### config.mk
export PLATFORM = sky130hd
export DESIGN_NAME = sram_controller
export DESIGN_NICKNAME = d
export VERILOG_FILES = /design/src/rtl/sram_controller_pkg.sv /design/src/rtl/sram_wait_counter.sv /design/src/rtl/sram_controller.sv
export SDC_FILE = /design/constraint.sdc
export NUM_CORES = 1
export LEC_CHECK = 0
export CORE_AREA = 5 5 84 124
export DETAILED_ROUTE_END_ITERATION = 16
export DIE_AREA = 0 0 89 129
export PLACE_DENSITY_LB_ADDON = 0.15
export SLEW_MARGIN = 20
export SYNTH_ARGS = -nofsm -noshare
export SYNTH_HDL_FRONTEND = slang
export SYNTH_SLANG_ARGS = --single-unit
### constraint.sdc
create_clock -name clk -period 3.6 [get_ports clk]
set_input_delay 0.36 -clock clk [delete_from_list [all_inputs] [get_ports clk]]
set_output_delay 0.36 -clock clk [all_outputs]
set_load 0.005 [all_outputs]
### src/rtl/sram_controller_pkg.sv
// Shared types and constants for the sram_controller slice.
package sram_ctrl_pkg;

  typedef enum logic [2:0] {
    S_IDLE,
    S_RD_LO,
    S_RD_HI,
    S_WR_LO,
    S_WR_HI,
    S_DONE
  } state_t;

  // Halfword select appended below the word index to form the SRAM address
  localparam logic HALF_LO = 1'b0;
  localparam logic HALF_HI = 1'b1;

  localparam logic [31:0] DEFAULT_BASE_ADDR = 32'd1024;

  // Wide enough for WAIT_CYCLES in 0..7
  localparam int unsigned WAIT_CNT_W = 3;

endpackage

### src/rtl/sram_wait_counter.sv
// Loadable wait-state down-counter; `last` marks the final cycle of an SRAM phase.
module sram_wait_counter
  import sram_ctrl_pkg::*;
#(
  parameter int unsigned CNT_W = WAIT_CNT_W
) (
  input  logic             clk,
  input  logic             rst,
  input  logic             load,
  input  logic [CNT_W-1:0] load_val,
  output logic             last
);

  logic [CNT_W-1:0] r_cnt;

  // Reload on state entry, otherwise count down and park at zero
  always_ff @(posedge clk or posedge rst) begin
    if (rst) begin
      r_cnt <= '0;
    end else if (load) begin
      r_cnt <= load_val;
    end else if (r_cnt != '0) begin
      r_cnt <= r_cnt - 1'b1;
    end
  end

  assign last = (r_cnt == '0);

endmodule

### src/rtl/sram_controller.sv
// Word-to-halfword SRAM controller between the MEM stage and a 16-bit async SRAM.
// Optional address bound check: define SRAM_CTRL_BOUND_CHECK_EN (adds addr_err port).
module sram_controller
  import sram_ctrl_pkg::*;
#(
  parameter logic [31:0] BASE_ADDR   = DEFAULT_BASE_ADDR,
  parameter int unsigned ADDR_W      = 18,
  parameter int unsigned WAIT_CYCLES = 1
) (
  input  logic              clk,
  input  logic              rst,
  input  logic              rd_en,
  input  logic              wr_en,
  input  logic [31:0]       address,
  input  logic [31:0]       write_data,
  output logic [31:0]       read_data,
  output logic              ready,
  output logic [ADDR_W-1:0] sram_addr,
  output logic [15:0]       sram_dq_out,
  input  logic [15:0]       sram_dq_in,
  output logic              sram_dq_oe,
  output logic              sram_we_n,
  output logic              sram_oe_n
`ifdef SRAM_CTRL_BOUND_CHECK_EN
  ,
  output logic              addr_err
`endif
);

  localparam int unsigned           IDX_W        = ADDR_W - 1;
  localparam logic [WAIT_CNT_W-1:0] LP_WAIT      = WAIT_CNT_W'(WAIT_CYCLES);
  localparam logic                  LP_WAIT_ZERO = (WAIT_CYCLES == 0);

  state_t            r_state;
  state_t            w_state_next;
  logic              w_accept;
  logic              w_load;
  logic              w_last;
  logic              w_oob;
  logic [31:0]       w_off;
  logic [IDX_W-1:0]  w_idx;
  logic [IDX_W-1:0]  r_idx;
  logic [31:0]       r_wdata;
  logic [31:0]       r_rdata;
  logic              w_unused_bits;

  // Byte offset from the window base; the word index wraps modulo capacity
  assign w_off = address - BASE_ADDR;
  assign w_idx = w_off[ADDR_W:2];

`ifdef SRAM_CTRL_BOUND_CHECK_EN
  logic r_err;

  // Below base wraps to a huge offset, so one test on the high bits covers both ends
  assign w_oob         = (address < BASE_ADDR) || (w_off[31:ADDR_W+1] != '0);
  assign w_unused_bits = ^w_off[1:0];
  assign addr_err      = (r_state == S_DONE) && r_err;

  // Remember whether the accepted request fell outside the window
  always_ff @(posedge clk or posedge rst) begin
    if (rst) begin
      r_err <= 1'b0;
    end else if (w_accept) begin
      r_err <= w_oob;
    end
  end
`else
  assign w_oob         = 1'b0;
  assign w_unused_bits = ^{w_off[31:ADDR_W+1], w_off[1:0]};
`endif

  sram_wait_counter #(
    .CNT_W (WAIT_CNT_W)
  ) u_wait (
    .clk      (clk),
    .rst      (rst),
    .load     (w_load),
    .load_val (LP_WAIT),
    .last     (w_last)
  );

  // Any state change is a state entry, which restarts the wait count
  assign w_load = (w_state_next != r_state);

  // State register
  always_ff @(posedge clk or posedge rst) begin
    if (rst) begin
      r_state <= S_IDLE;
    end else begin
      r_state <= w_state_next;
    end
  end

  // Next-state logic; writes win when both requests arrive together
  always_comb begin
    w_state_next = r_state;
    w_accept     = 1'b0;
    case (r_state)
      S_IDLE: begin
        if (wr_en || rd_en) begin
          w_accept = 1'b1;
          if (w_oob)      w_state_next = S_DONE;
          else if (wr_en) w_state_next = S_WR_LO;
          else            w_state_next = S_RD_LO;
        end
      end
      S_RD_LO: if (w_last) w_state_next = S_RD_HI;
      S_RD_HI: if (w_last) w_state_next = S_DONE;
      S_WR_LO: if (w_last) w_state_next = S_WR_HI;
      S_WR_HI: if (w_last) w_state_next = S_DONE;
      S_DONE:  w_state_next = S_IDLE;
      default: w_state_next = S_IDLE;
    endcase
  end

  // Latch the request on the accepting edge; later requests are ignored
  always_ff @(posedge clk or posedge rst) begin
    if (rst) begin
      r_idx   <= '0;
      r_wdata <= '0;
    end else if (w_accept) begin
      r_idx   <= w_idx;
      r_wdata <= write_data;
    end
  end

  // Assemble the read word from the last cycle of each read phase
  always_ff @(posedge clk or posedge rst) begin
    if (rst) begin
      r_rdata <= '0;
    end else if (w_accept && w_oob) begin
      r_rdata <= '0;
    end else if (r_state == S_RD_LO && w_last) begin
      r_rdata[15:0] <= sram_dq_in;
    end else if (r_state == S_RD_HI && w_last) begin
      r_rdata[31:16] <= sram_dq_in;
    end
  end

  assign read_data = r_rdata;
  assign ready     = ((r_state == S_IDLE) && !rd_en && !wr_en) || (r_state == S_DONE);

  // SRAM pin drive; the write strobe drops one cycle early so data/address outlast it
  always_comb begin
    sram_addr   = '0;
    sram_dq_out = '0;
    sram_dq_oe  = 1'b0;
    sram_we_n   = 1'b1;
    sram_oe_n   = 1'b1;
    case (r_state)
      S_RD_LO: begin
        sram_addr = {r_idx, HALF_LO};
        sram_oe_n = 1'b0;
      end
      S_RD_HI: begin
        sram_addr = {r_idx, HALF_HI};
        sram_oe_n = 1'b0;
      end
      S_WR_LO: begin
        sram_addr   = {r_idx, HALF_LO};
        sram_dq_out = r_wdata[15:0];
        sram_dq_oe  = 1'b1;
        sram_we_n   = ~(~w_last | LP_WAIT_ZERO);
      end
      S_WR_HI: begin
        sram_addr   = {r_idx, HALF_HI};
        sram_dq_out = r_wdata[31:16];
        sram_dq_oe  = 1'b1;
        sram_we_n   = ~(~w_last | LP_WAIT_ZERO);
      end
      default: ;
    endcase
  end

endmodule

* After elaboration in Yosys (flattened, before gate mapping)
Index checks and enable logic that the tools add are counted.
** Storage, ports and cells
- Register bits :: 87
- Bits in latches :: 0
- RAM bits :: 0
- ROM bits :: 0
- Input bits :: 84
- Output and inout bits :: 70
- Memories :: 0
** Operators by class
- Add/subtract/negate cells :: 2
- Multiply operators :: 0
- Divide/modulo/power cells :: 0
- $lt $le $gt $ge :: 0
- Eq/ne operators :: 6
- Shift operators :: 0
- Multiplexer cells :: 15
- Bitwise gates (word level) :: 1
- Reductions and logical operators :: 17
** Operator list (number)
- $pmux 18 s2 :: 1
- $pmux 16 s2 :: 1
- $sub 19x11->19 const B :: 1
- $mux 3 :: 6
- $pmux 3 s4 :: 1
- $reduce_or 2->1 :: 4
- $eq 3x2->1 const B :: 2
- $eq 3x3->1 const B :: 2
- $logic_not 3->1 :: 2
- $mux 1 :: 5
- $logic_and 1x1->1 :: 4
- $eq 3x1->1 const B :: 1
- $ne 3x3->1 :: 1
- $reduce_bool 3->1 :: 1
- $sub 3x1->3 const B :: 1
- $logic_not 1->1 :: 2
- $logic_or 1x1->1 :: 2
- $mux 2 :: 1
- $reduce_and 2->1 :: 1
- $reduce_bool 2->1 :: 1
- $not 1->1 :: 1

* Longest topological paths before layout
- Depth in word-level cells :: 5
- Gate-level depth with buffers :: 8
- Depth with buffers taken out :: 6

* Cells and area by module
A second synthesis with hierarchy kept.
** Unflattened totals
- Cell total of the unflattened synthesis :: 300
- Area total of the unflattened synthesis :: 3911.3 µm²
** By module, submodules not included
- sram_controller :: instances 1, cells each 278, area each 3706.1 µm²
- sram_wait_counter :: instances 1, cells each 22, area each 205.2 µm²

* Worst setup path after synthesis
No wires, ideal clock.
- Kind :: reg2reg
- Start point :: reg u_wait.r_cnt[0]
- End point :: reg r_rdata[0] (netlist: read_data[0])
- Arrival time :: 1.812 ns
- Slack :: 1.663 ns
- Cell stages (with the launch flop) :: 9
- Period minus slack after synthesis :: 1.937 ns
- Cell sequence :: dfrtp_1 > inv_1 > ha_1 > nand2b_4 > buf_6 > or4_4 > buf_6 > buf_12 > mux2_4
** Between the ends
- Cells in the longest elaborated chain, start to end :: 2
** Ends and longest elaborated chain
- from (decl) :: line sram_wait_counter.sv:14 : logic [CNT_W-1:0] r_cnt;
- from (signal assigned) :: line sram_wait_counter.sv:21 : r_cnt <= load_val;
- from (signal assigned) :: line sram_wait_counter.sv:23 : r_cnt <= r_cnt - 1'b1;
- $logic_not 3->1 :: line sram_wait_counter.sv:27 : assign last = (r_cnt == '0);
- $logic_and 1x1->1 :: line sram_controller.sv:133 : end else if (r_state == S_RD_LO && w_last) begin
- to (signal assigned) :: line sram_controller.sv:134 : r_rdata[15:0] <= sram_dq_in;
- to (decl) :: line sram_controller.sv:44 : logic [31:0] r_rdata;
No other way between the ends.
A chain may end at the register's enable or synchronous reset.

* Worst setup path after layout
- Start point :: reg r_state[1]
- End point :: out sram_dq_out[14]
** Between the ends
- Cells in the longest elaborated chain, start to end :: 2
** Ends and longest elaborated chain
- from (decl) :: line sram_controller.sv:34 : state_t r_state;
- from (signal assigned) :: line sram_controller.sv:90 : r_state <= w_state_next;
- $eq 3x3->1 / $eq 3x2->1 (equally long branches) :: line sram_controller.sv:150 : case (r_state)
- $pmux 16 s2 (*) :: line sram_controller.sv:150
- to (decl) :: line sram_controller.sv:19 : output logic [15:0] sram_dq_out,
Every way passes the cells marked *; elsewhere a longest branch is shown, timed or not.

==> run_results.csv <==
group,metric,value,unit
power,clkPwrFrac,18.2,%
sta,rsz0062_at_grt,"false",
worst_setup_path,r2r_cells,4,
layout,drive_gt1_share,23.17,%
sta,slew_headroom,48.03,%
min_path,hp-class,"in2async",
power,max-vdd-ir-drop,0.4384,mV
worst_setup_path,rrSetupSlack,1.37,ns
worst_setup_path,slowest_delay,0.71,ns
cts,numCtsBuffers,9,
placement,dp_hpwl,6477,um
worst_setup_path,timing.rr.end,"r_wdata[13]",
drt,first_pass_iters,6,
floorplanning,num_io_pins,154,
worst_setup_path,path_cells,"nor2_1 -> and2_1 -> a22o_1 -> clkdlybuf4s50_1",
drt,wl,9021,um
grt,grt_overflow,0,
logic_synthesis,synth_top_family_by_area,"multiplexers",
sta,setup_viol,0,
logic_synthesis,synth_edf_count,0,
cts,holdBufCountCts,0,
logic_synthesis,synth_area,3918,sq um
logic_synthesis,synth_cells,294,
layout,antenna_cells,0,
logic_synthesis,yosysWarnings,0,
sta,tightestPinTransition,0.7795,ns
worst_setup_path,critPathCaptureType,"output port",
worst_setup_path,cp_top_family,"simple AND/OR/NAND/NOR gates",
layout,nets,518,
sta,fmax,323.2,MHz
worst_setup_path,crit_arrival,2.73,ns
placement,post_dp_cell_area,5371,sq um
grt,track_usage,16.42,%
drt,wire_per_inst,16.46,um
logic_synthesis,yosys.area.top_type_share,55.57,%
worst_setup_path,cp.required,3.24,ns
logic_synthesis,synth_nets,381,
power,p_leak,2.352,nW
drt,first_iter_violations,118,
logic_synthesis,ys_ff_latch,87,
grt,grt_pass1_vias,3007,
sta,final_hold_viol_count,0,
sta,fin_crit_sh,85.95,%
logic_synthesis,synth_compound_area_share,7.218,%
power,power.density,926.1,nW/um^2
placement,gp_congestion,0.7644,
power,p_sw,1.541,mW
cts,root_buffer,"clkbuf_16",
cts,clkTransAtPathRegs,0.06,ns
placement,dp_slack,0.8133,ns
logic_synthesis,synthMuxAreaShare,21.91,%
sta,worst_slack,0.5059,ns
logic_synthesis,synth_xor_area_share,2.012,%
worst_setup_path,cp_max_fo,19,
logic_synthesis,synth.distinct_cells,41,
layout,final_common_cell,"clkdlybuf4s50_1",
worst_setup_path,path_class,"reg2out",
logic_synthesis,yosys.area.top_type,"dfrtp_1",
run,drv_cap,0,
logic_synthesis,syn_avg_cell_area,13.32,sq um
cts,tritoncts,"built",
grt,grt_max_degree,60,
sta,tns,0,ns
logic_synthesis,synthSimpleGateAreaFrac,8.719,%
power,p_seq_share,33.6,%
layout,final_cell_mix,"clkdlybuf4s50_1 (138), dfrtp_1 (87), mux2_2 (62)",
logic_synthesis,synthArstFlopShare,100.0,%
sta,fin_skew,0.003758,ns
drt,dr_total_vias,2769,
worst_setup_path,critical_path_buf_inv_count,1,
logic_synthesis,ys_seq_area_share,55.57,%
drt,viasPerCell,5.053,
floorplanning,start_util,42.58,%
worst_setup_path,worst_setup_path_start_kind,"flip-flop",
cts,clockBufferDepth,2,
cts,cts.htree.levels,3,
cts,cts_resized,0,
grt,grt_first_pass_wirelength,14530,um
logic_synthesis,yosys-top-cells-area,"dfrtp_1 (56%), mux2_2 (18%), mux2_4 (3.8%)",
cts,clock_latency,0.33,ns
layout,postLayoutCellArea,5683,sq um
worst_setup_path,crit-reg2reg-launch,"r_state[2]",
drt,drc,0,
floorplanning,die_area,11480,sq um
grt,antenna_found_initial,0,
cts,cts_sinks,87,
floorplanning,rows,43,
worst_setup_path,crit_cells,4,
logic_synthesis,synthFlopType,"dfrtp_1",
floorplanning,die_x,89,um
sta,slew_violations,0,
floorplanning,die_y,129,um
cts,postCtsSetupBuffers,0,
power,p_int,3.722,mW
power,p_comb_share,48.2,%
worst_setup_path,cpMaxStageDelayCell,"and2_1",
logic_synthesis,synthAdderAreaFrac,0.9582,%
drt,antenna_left,0,
power,total_power,5.263,mW
layout,syn_to_final_growth,45.07,%
floorplanning,core_area,9200,sq um
power,switching_share,29.28,%
placement,port_buffers,138,
sta,period_minus_slack,3.094,ns
status,outcome,"completed",
==> stage by stage <==
step / cells / hold slack [ns] / utilization, %
floorplan: 294 / 0.4447 / -
global route: 548 / 0.5168 / 61.77
global placement: 532 / 0.4808 / 58.30
finish: 548 / 0.4468 / 61.77
detailed placement: 532 / 0.4871 / 58.38
CTS: 548 / 0.4879 / 61.77
==> power groups by stage <==
| stage | clock network (mW) | logic, mW | registers [mW] |
|---|---|---|---|
| 2_1_floorplan | 0 | 1.38 | 1.71 |
| 6_report | 0.956 | 2.54 | 1.77 |
| 3_5_place_dp | 0 | 2.57 | 1.79 |
| 3_3_place_gp | 0 | 2.53 | 1.76 |
| 4_1_cts | 0.981 | 2.59 | 1.77 |
| 5_1_grt | 1.03 | 2.77 | 1.84 |
==> synthesized netlist by cell type, types with 2 or more instances <==
library cell and instances:
dfrtp_1 87, mux2_2 62, and2_1 18, a22o_1 16, nor2_1 16, a21oi_1 13
mux2_4 10, buf_2 7, nand2_1 6, inv_1 5, xnor2_1 5, buf_4 4
nand2b_1 4, nor3_1 4, xor2_1 4, clkbuf_1 3, ha_1 3, buf_6 2
o21ai_0 2, or3_1 2
==> cell type report <==
type                    count  area [sq um]
flip-flops and latches     87          2177
multi-input cells         184          1612
fillers                   760          3517
repair buffers            143          1419
inverters                   6         23.77
well taps                 112         140.1
clock inverters             2         37.54
clock buffers              14         274.0
==> registers in the layout (all words and copies together) (netlist names) <==
signal	cells
read_data	32
r_wdata	32
r_idx	17
r_state	3
u_wait.r_cnt	3
==> cells by family after synthesis <==
logic type                 after synthesis
buffers and inverters                   23
muxes                                   73
xor gates and xnor gates                 9
and+or+nand+nor                         61
adders and majority gates                3
AOI/OAI and AO/OA                       38
DFF                                     87
==> routing by layer <==
layer  global-route usage, %  vias to the layer above  wire length, um
met5                       0                        -                0
met4                   5.872                        0              138
met3                   7.047                       11              841
met2                   26.42                       98             4445
met1                   19.50                     1359             3596
li1                        -                     1301                -
==> how the worst max path moves through the flow <==
stage / end / from / slack, ns
5_1_grt: sram_dq_out[14] / r_state[1] / 0.28
2_1_floorplan: r_idx[0] / rst / 0.99
3_5_place_dp: sram_dq_out[10] / r_state[1] / 0.81
3_3_place_gp: sram_addr[13] / r_state[1] / 0.83
4_1_cts: sram_dq_out[10] / r_state[1] / 0.44
6_report: sram_dq_out[14] / r_state[1] / 0.51
Note: power is estimated with default switching activity, not from simulation.
==> patch 1, RTL diff (same flow settings) <==
Add a define of `SRAM_CTRL_BOUND_CHECK_EN`.
--- a/src/rtl/sram_controller.sv
+++ b/src/rtl/sram_controller.sv
@@ -1,4 +1,6 @@
 // Word-to-halfword SRAM controller between the MEM stage and a 16-bit async SRAM.
 // Optional address bound check: define SRAM_CTRL_BOUND_CHECK_EN (adds addr_err port).
+`define SRAM_CTRL_BOUND_CHECK_EN
+
 module sram_controller
   import sram_ctrl_pkg::*;
Function (old outputs only; new: addr_err): changed (Yosys sat finds a counterexample within 4 cycles, from zero or initial values and one cycle with rst high).
==> patch 1 against the original RTL <==
Power is 3.4% lower; final area is 10% higher; routed wire length is 26% higher; combinational power down 9.8%; worst setup slack gained 0.041 ns; sequential cell count up 1; clock skew rose by 0.0026 ns; area after synthesis rose by 8.4%; critical endpoint is now sram_addr[1]; highest routed layer unchanged.
==> patch 1: results (changes against the original RTL) <==
** STA
- The post-route clock skew is 0.006397 ns (was 0.003758 ns).
- Final hold slack :: 0.4697 ns (was 0.4468 ns)
- Peak Freq :: 327.6 MHz (was 323.2 MHz)
- The number of hold violations in the final report is 0 (unchanged).
- The worst max-slew margin expressed relative to the limit came to 0.3032 (was 0.4803).

** Placed design
- The final HPWL from detailed placement came to 8266 um (was 6477 um).
- Number of buffer cells added on primary ports :: 152 (was 138)
- The minimum setup slack after placement came to 0.3605 ns (was 0.8133 ns).
- The weighted congestion reported at the end of routability-driven placement was 0.8062 (was 0.7644).

** Routing
- Detailed-route vias per instance :: 5.090 (was 5.053)
- The wire length reported by the detailed router was 11390 um (was 9021 um).
- The DRC marker count from the first detailed-route iteration was 232 (was 118).

** Yosys
- Post-synth cell types :: 42 (was 41)
- Most instantiated cells after synthesis: nand2_1 (195), dfrtp_1 (88), a21oi_2 (31) (was dfrtp_1 (87), mux2_2 (62), and2_1 (18)).
- Largest cells by area after synthesis :: dfrtp_1 (52%), nand2_1 (17%), a21oi_2 (6.4%), a22o_1 (3.3%), and2_1 (2.5%) (was dfrtp_1 (56%), mux2_2 (18%), mux2_4 (3.8%), a22o_1 (3.6%), and2_1 (2.9%))
- Synthesized netlist net count :: 566 (was 381)
- Part of the Yosys area used for sequential elements :: 0.5186 (was 0.5557)

** Cells and area
- Fraction of layout cells with a size suffix above 1 :: 0.1108 (was 0.2317)
- Fill cells :: 741 (was 760)

** Critical path
- The end of the worst register-to-register path is read_data[0]$_DFFE_PP0P_ (was r_wdata[13]$_DFFE_PP0P_).
- FF-to-FF Start :: r_state[1]$_DFF_PP0_ (was r_state[2]$_DFF_PP0_)
- The register-to-register setup slack came to 1.18 ns (was 1.37 ns).
- Worst r2r path cells :: 6 (was 4)

** Run status
- Outcome :: finished clean (unchanged)

** Global route
- Global-route usage over all layers :: 0.1975 (was 0.1642)
- Maximum number of pins on one net before global-route repair :: 56 (was 60)
- Global-route wire length before repair :: 17810 um (was 14530 um)
- The via count of the first global-routing pass was 3840 (was 3007).

** CTS
- PostCTS Resize Cnt :: 0 (unchanged)
- The number of levels in the clock H-tree is 3 (unchanged).

** Power
- Cell leakage power :: 2.712 nW (was 2.352 nW)

** Worst hold path
- Type of the tightest min-delay check :: flip-flop to flip-flop (was input pin to async pin)
patch 1: routing by layer:
| metal | wire, um | global-route usage |
|---|---|---|
| met1 | 4602 | 0.2373 |
| met2 | 5896 | 0.3421 |
| met3 | 729 | 0.03523 |
| met4 | 161 | 0.08326 |
| met5 | 0 | 0 |
patch 1: worst max-delay path, stage by stage, from the launching register on:
cell and delay [ns]:
dfrtp_1 0.57, or2_1 0.23, nor2_1 0.13, nor2b_1 0.52, buf_4 0.26, and2_1 0.14
clkdlybuf4s50_1 0.50
patch 1: worst max-delay path by stage:
| stage | to |
|---|---|
| after global routing | sram_addr[2] |
| final | sram_addr[1] |
| after global placement | read_data[19]$_DFFE_PP0P_ |
| after detailed placement | read_data[3]$_DFFE_PP0P_ |
| after floorplan | r_err$_DFFE_PP0P_ |
| after CTS | sram_addr[2] |
patch 1: area by class of cell:
type	instances	area (um2)	area share
Multi-Input combinational cell	357	1923	0.3066
Tap cell	112	140.1	0.02234
Timing Repair Buffer	164	1612	0.2569
Clock inverter	7	142.6	0.02274
Inverter	7	27.53	0.004389
Clock buffer	9	225.2	0.03591
Sequential cell	88	2202	0.3511
patch 1: kinds of logic after synthesis:
kind of cell               after synthesis  share of synthesized area
AOI/OAI and AO/OA                       75                     0.1417
xor gates and xnor gates                 9                    0.01856
adders and majority gates                3                   0.008840
buffers and inverters                   34                    0.03536
DFF                                     88                     0.5186
muxes                                    1                   0.002357
and+or+nand+nor                        269                     0.2746
patch 1: where the power goes:
part	leakage [nW]	switching (mW)	internal, mW
combinational	1.41	1.12	1.17
clock	0.180	0.385	0.750
sequential	1.12	0.247	1.41
patch 1: through the flow:
stage / util / area (um2) / instances / total power, mW
after floorplan: - / 4247 / 479 / 2.859
after global placement: 0.6418 / 5904 / 728 / 3.912
after detailed placement: 0.6418 / 5904 / 728 / 3.982
after CTS: 0.6818 / 6272 / 744 / 5.140
after global routing: 0.6818 / 6272 / 744 / 5.438
final: 0.6818 / 6272 / 744 / 5.084
==> patch 2, RTL diff (same flow settings) <==
Made on the original files. The 6 states of `state_t` get a one-hot encoding in 6 bits.
--- a/src/rtl/sram_controller_pkg.sv
+++ b/src/rtl/sram_controller_pkg.sv
@@ -2,11 +2,11 @@
 package sram_ctrl_pkg;
 
-  typedef enum logic [2:0] {
-    S_IDLE,
-    S_RD_LO,
-    S_RD_HI,
-    S_WR_LO,
-    S_WR_HI,
-    S_DONE
+  typedef enum logic [5:0] {
+    S_IDLE  = 6'b000001,
+    S_RD_LO = 6'b000010,
+    S_RD_HI = 6'b000100,
+    S_WR_LO = 6'b001000,
+    S_WR_HI = 6'b010000,
+    S_DONE  = 6'b100000
   } state_t;
 
Formal check against the unedited RTL: no difference found for any inputs over 10 cycles, from zero or initial values and one cycle with rst high; not proved beyond that.
==> patch 2 against the original RTL <==
First-iteration DRC count is 12% higher; sequential cell count up 3; sequential power shrank 3%; power is 15% lower; final area rose by 3.8%; area after synthesis increased by 3.4%; worst setup slack better by 0.045 ns; routed wire length is 4.4% higher; critical path type unchanged; largest cell class unchanged; largest power group unchanged.
==> patch 2: results (changes against the original RTL) <==
** Power
- Cell leakage power :: 2.468 nW (was 2.352 nW)
- Peak VDD IR :: 0.3816 mV (was 0.4384 mV)
- The switching power share of the total came to 0.2957 (was 0.2928).

** STA
- The post-route clock skew is 0.007697 ns (was 0.003758 ns).
- The worst max-slew margin expressed relative to the limit is 0.6528 (was 0.4803).

** Routing
- Routed WL per cell :: 16.38 um (was 16.46 um)
- The post-detailed-route via-to-cell ratio was 5.197 (was 5.053).
- Length of the first detailed-routing pass in iterations :: 4 (was 6)
- The via count came to 2988 (was 2769).
- The DRC marker count from the first detailed-route iteration was 132 (was 118).

** Yosys
- The part of the Yosys area used for sequential elements came to 0.5560 (was 0.5557).
- The number of nets produced by synthesis was 405 (was 381).
- Most instantiated cells after synthesis :: dfrtp_1 (89), mux2_2 (74), and2_1 (17), nand2_1 (17), a22o_1 (16) (was dfrtp_1 (87), mux2_2 (62), and2_1 (18))
- The distinct cell type count of the synthesized netlist was 42 (was 41).
- The average footprint of a synthesized cell was 12.74 um2 (was 13.32 um2).
- Largest cells by area after synthesis: dfrtp_1 (55%), mux2_2 (21%), a22o_1 (3.5%), and2_1 (2.6%), nand2_1 (1.6%) (was dfrtp_1 (56%), mux2_2 (18%), mux2_4 (3.8%), a22o_1 (3.6%), and2_1 (2.9%)).

** Critical path
- Arr. time, crit path :: 2.69 ns (was 2.73 ns)
- Slowest-stage cell, CP :: or4_1 (was and2_1)
- Largest stage delay on the critical path :: 0.62 ns (was 0.71 ns)
- The maximum fanout encountered on the critical timing path is 18 (was 19).

** Placed design
- The final HPWL from detailed placement was 6986 um (was 6477 um).
- Final RePlAce weighted congestion :: 0.7216 (was 0.7644)
- The placed instance count came to 559 (was 532).

** Cells and area
- The fraction of final layout cells sized beyond drive strength 1 is 0.2376 (was 0.2317).
- The filler cell count came to 741 (was 760).
- The antenna diode count was 0 (unchanged).

** Global route
- The number of antenna violations at the first check in global routing came to 0 (unchanged).
- Global-route usage over all layers :: 0.1725 (was 0.1642)
- Maximum number of pins on one net before global-route repair :: 33 (was 60)
- The via count of the first global-routing pass is 3216 (was 3007).
- The global-route wire length before repair is 15500 um (was 14530 um).

** CTS
- Number of CTS-inserted buffers :: 9 (unchanged)

** Run status
- Outcome :: finished clean (unchanged)
-- patch 2: cell count changes after synthesis, moves of 3 or more --
cell      before  now
a21oi_1       13    2
buf_4          4    0
clkbuf_1       3    9
inv_1          5    9
mux2_2        62   74
mux2_4        10    0
nand2_1        6   17
nand2b_1       4    1
nand3_1        0    4
nor2_1        16    8
o21ai_0        2   10
or4_1          0    4
-- patch 2: metrics by stage --
stage / setup slack, ns / instance area, um2
after floorplan: 0.9064 / 4053
after global placement: 0.9548 / 5585
after detailed placement: 0.9230 / 5585
after CTS: 0.5350 / 5899
after global routing: 0.4092 / 5899
final: 0.5513 / 5899
-- patch 2: power by group through the flow --
stage | Clock, mW | Combinational (mW) | Sequential [mW]
6_report | 0.958 | 1.80 | 1.71
5_1_grt | 1.03 | 1.99 | 1.77
4_1_cts | 0.984 | 1.84 | 1.71
3_5_place_dp | 0 | 1.83 | 1.73
3_3_place_gp | 0 | 1.79 | 1.70
2_1_floorplan | 0 | 1.10 | 1.64
-- patch 2: logic make-up after synthesis --
logic type | after synthesis | synth area share
multiplexers | 74 | 0.2056
buffers and inverters | 27 | 0.02902
XOR/XNOR | 9 | 0.01945
AO/OA/AOI/OAI | 42 | 0.07904
AND/OR/NAND/NOR | 73 | 0.1016
adder cells (fa/ha/maj) | 3 | 0.009263
flip-flops | 90 | 0.5560
-- patch 2: worst paths after layout --
kind                                  startpoint                       end  slack [ns]
setup / recovery            r_state[2]$_DFF_PP0_            sram_dq_out[7]        0.55
setup reg to reg            r_state[3]$_DFF_PP0_  read_data[2]$_DFFE_PP0P_        1.44
hold reg to reg            r_idx[12]$_DFFE_PP0P_     r_idx[12]$_DFFE_PP0P_        0.47
max in group asynchronous                    rst      r_state[0]$_DFF_PP1_        2.39
min in group clk           r_idx[12]$_DFFE_PP0P_     r_idx[12]$_DFFE_PP0P_        0.47
hold / removal                               rst      r_idx[2]$_DFFE_PP0P_        0.37
-- patch 2: cell type report --
| class | instances | area share |
|---|---|---|
| Clock inverter | 6 | 0.01273 |
| Multi-Input combinational cell | 201 | 0.2895 |
| Timing Repair Buffer | 147 | 0.2456 |
| Sequential cell | 90 | 0.3820 |
| Inverter | 9 | 0.005938 |
| Clock buffer | 10 | 0.04051 |
| Tap cell | 112 | 0.02375 |
-- patch 2: layer usage --
layer  GRT usage  vias to the layer above  wire length, um
met1      0.1932                     1467             3576
li1            -                     1409                -
met2      0.3058                       99             4914
met3     0.05766                       13              786
met5           0                        -                0
met4     0.05171                        0              142
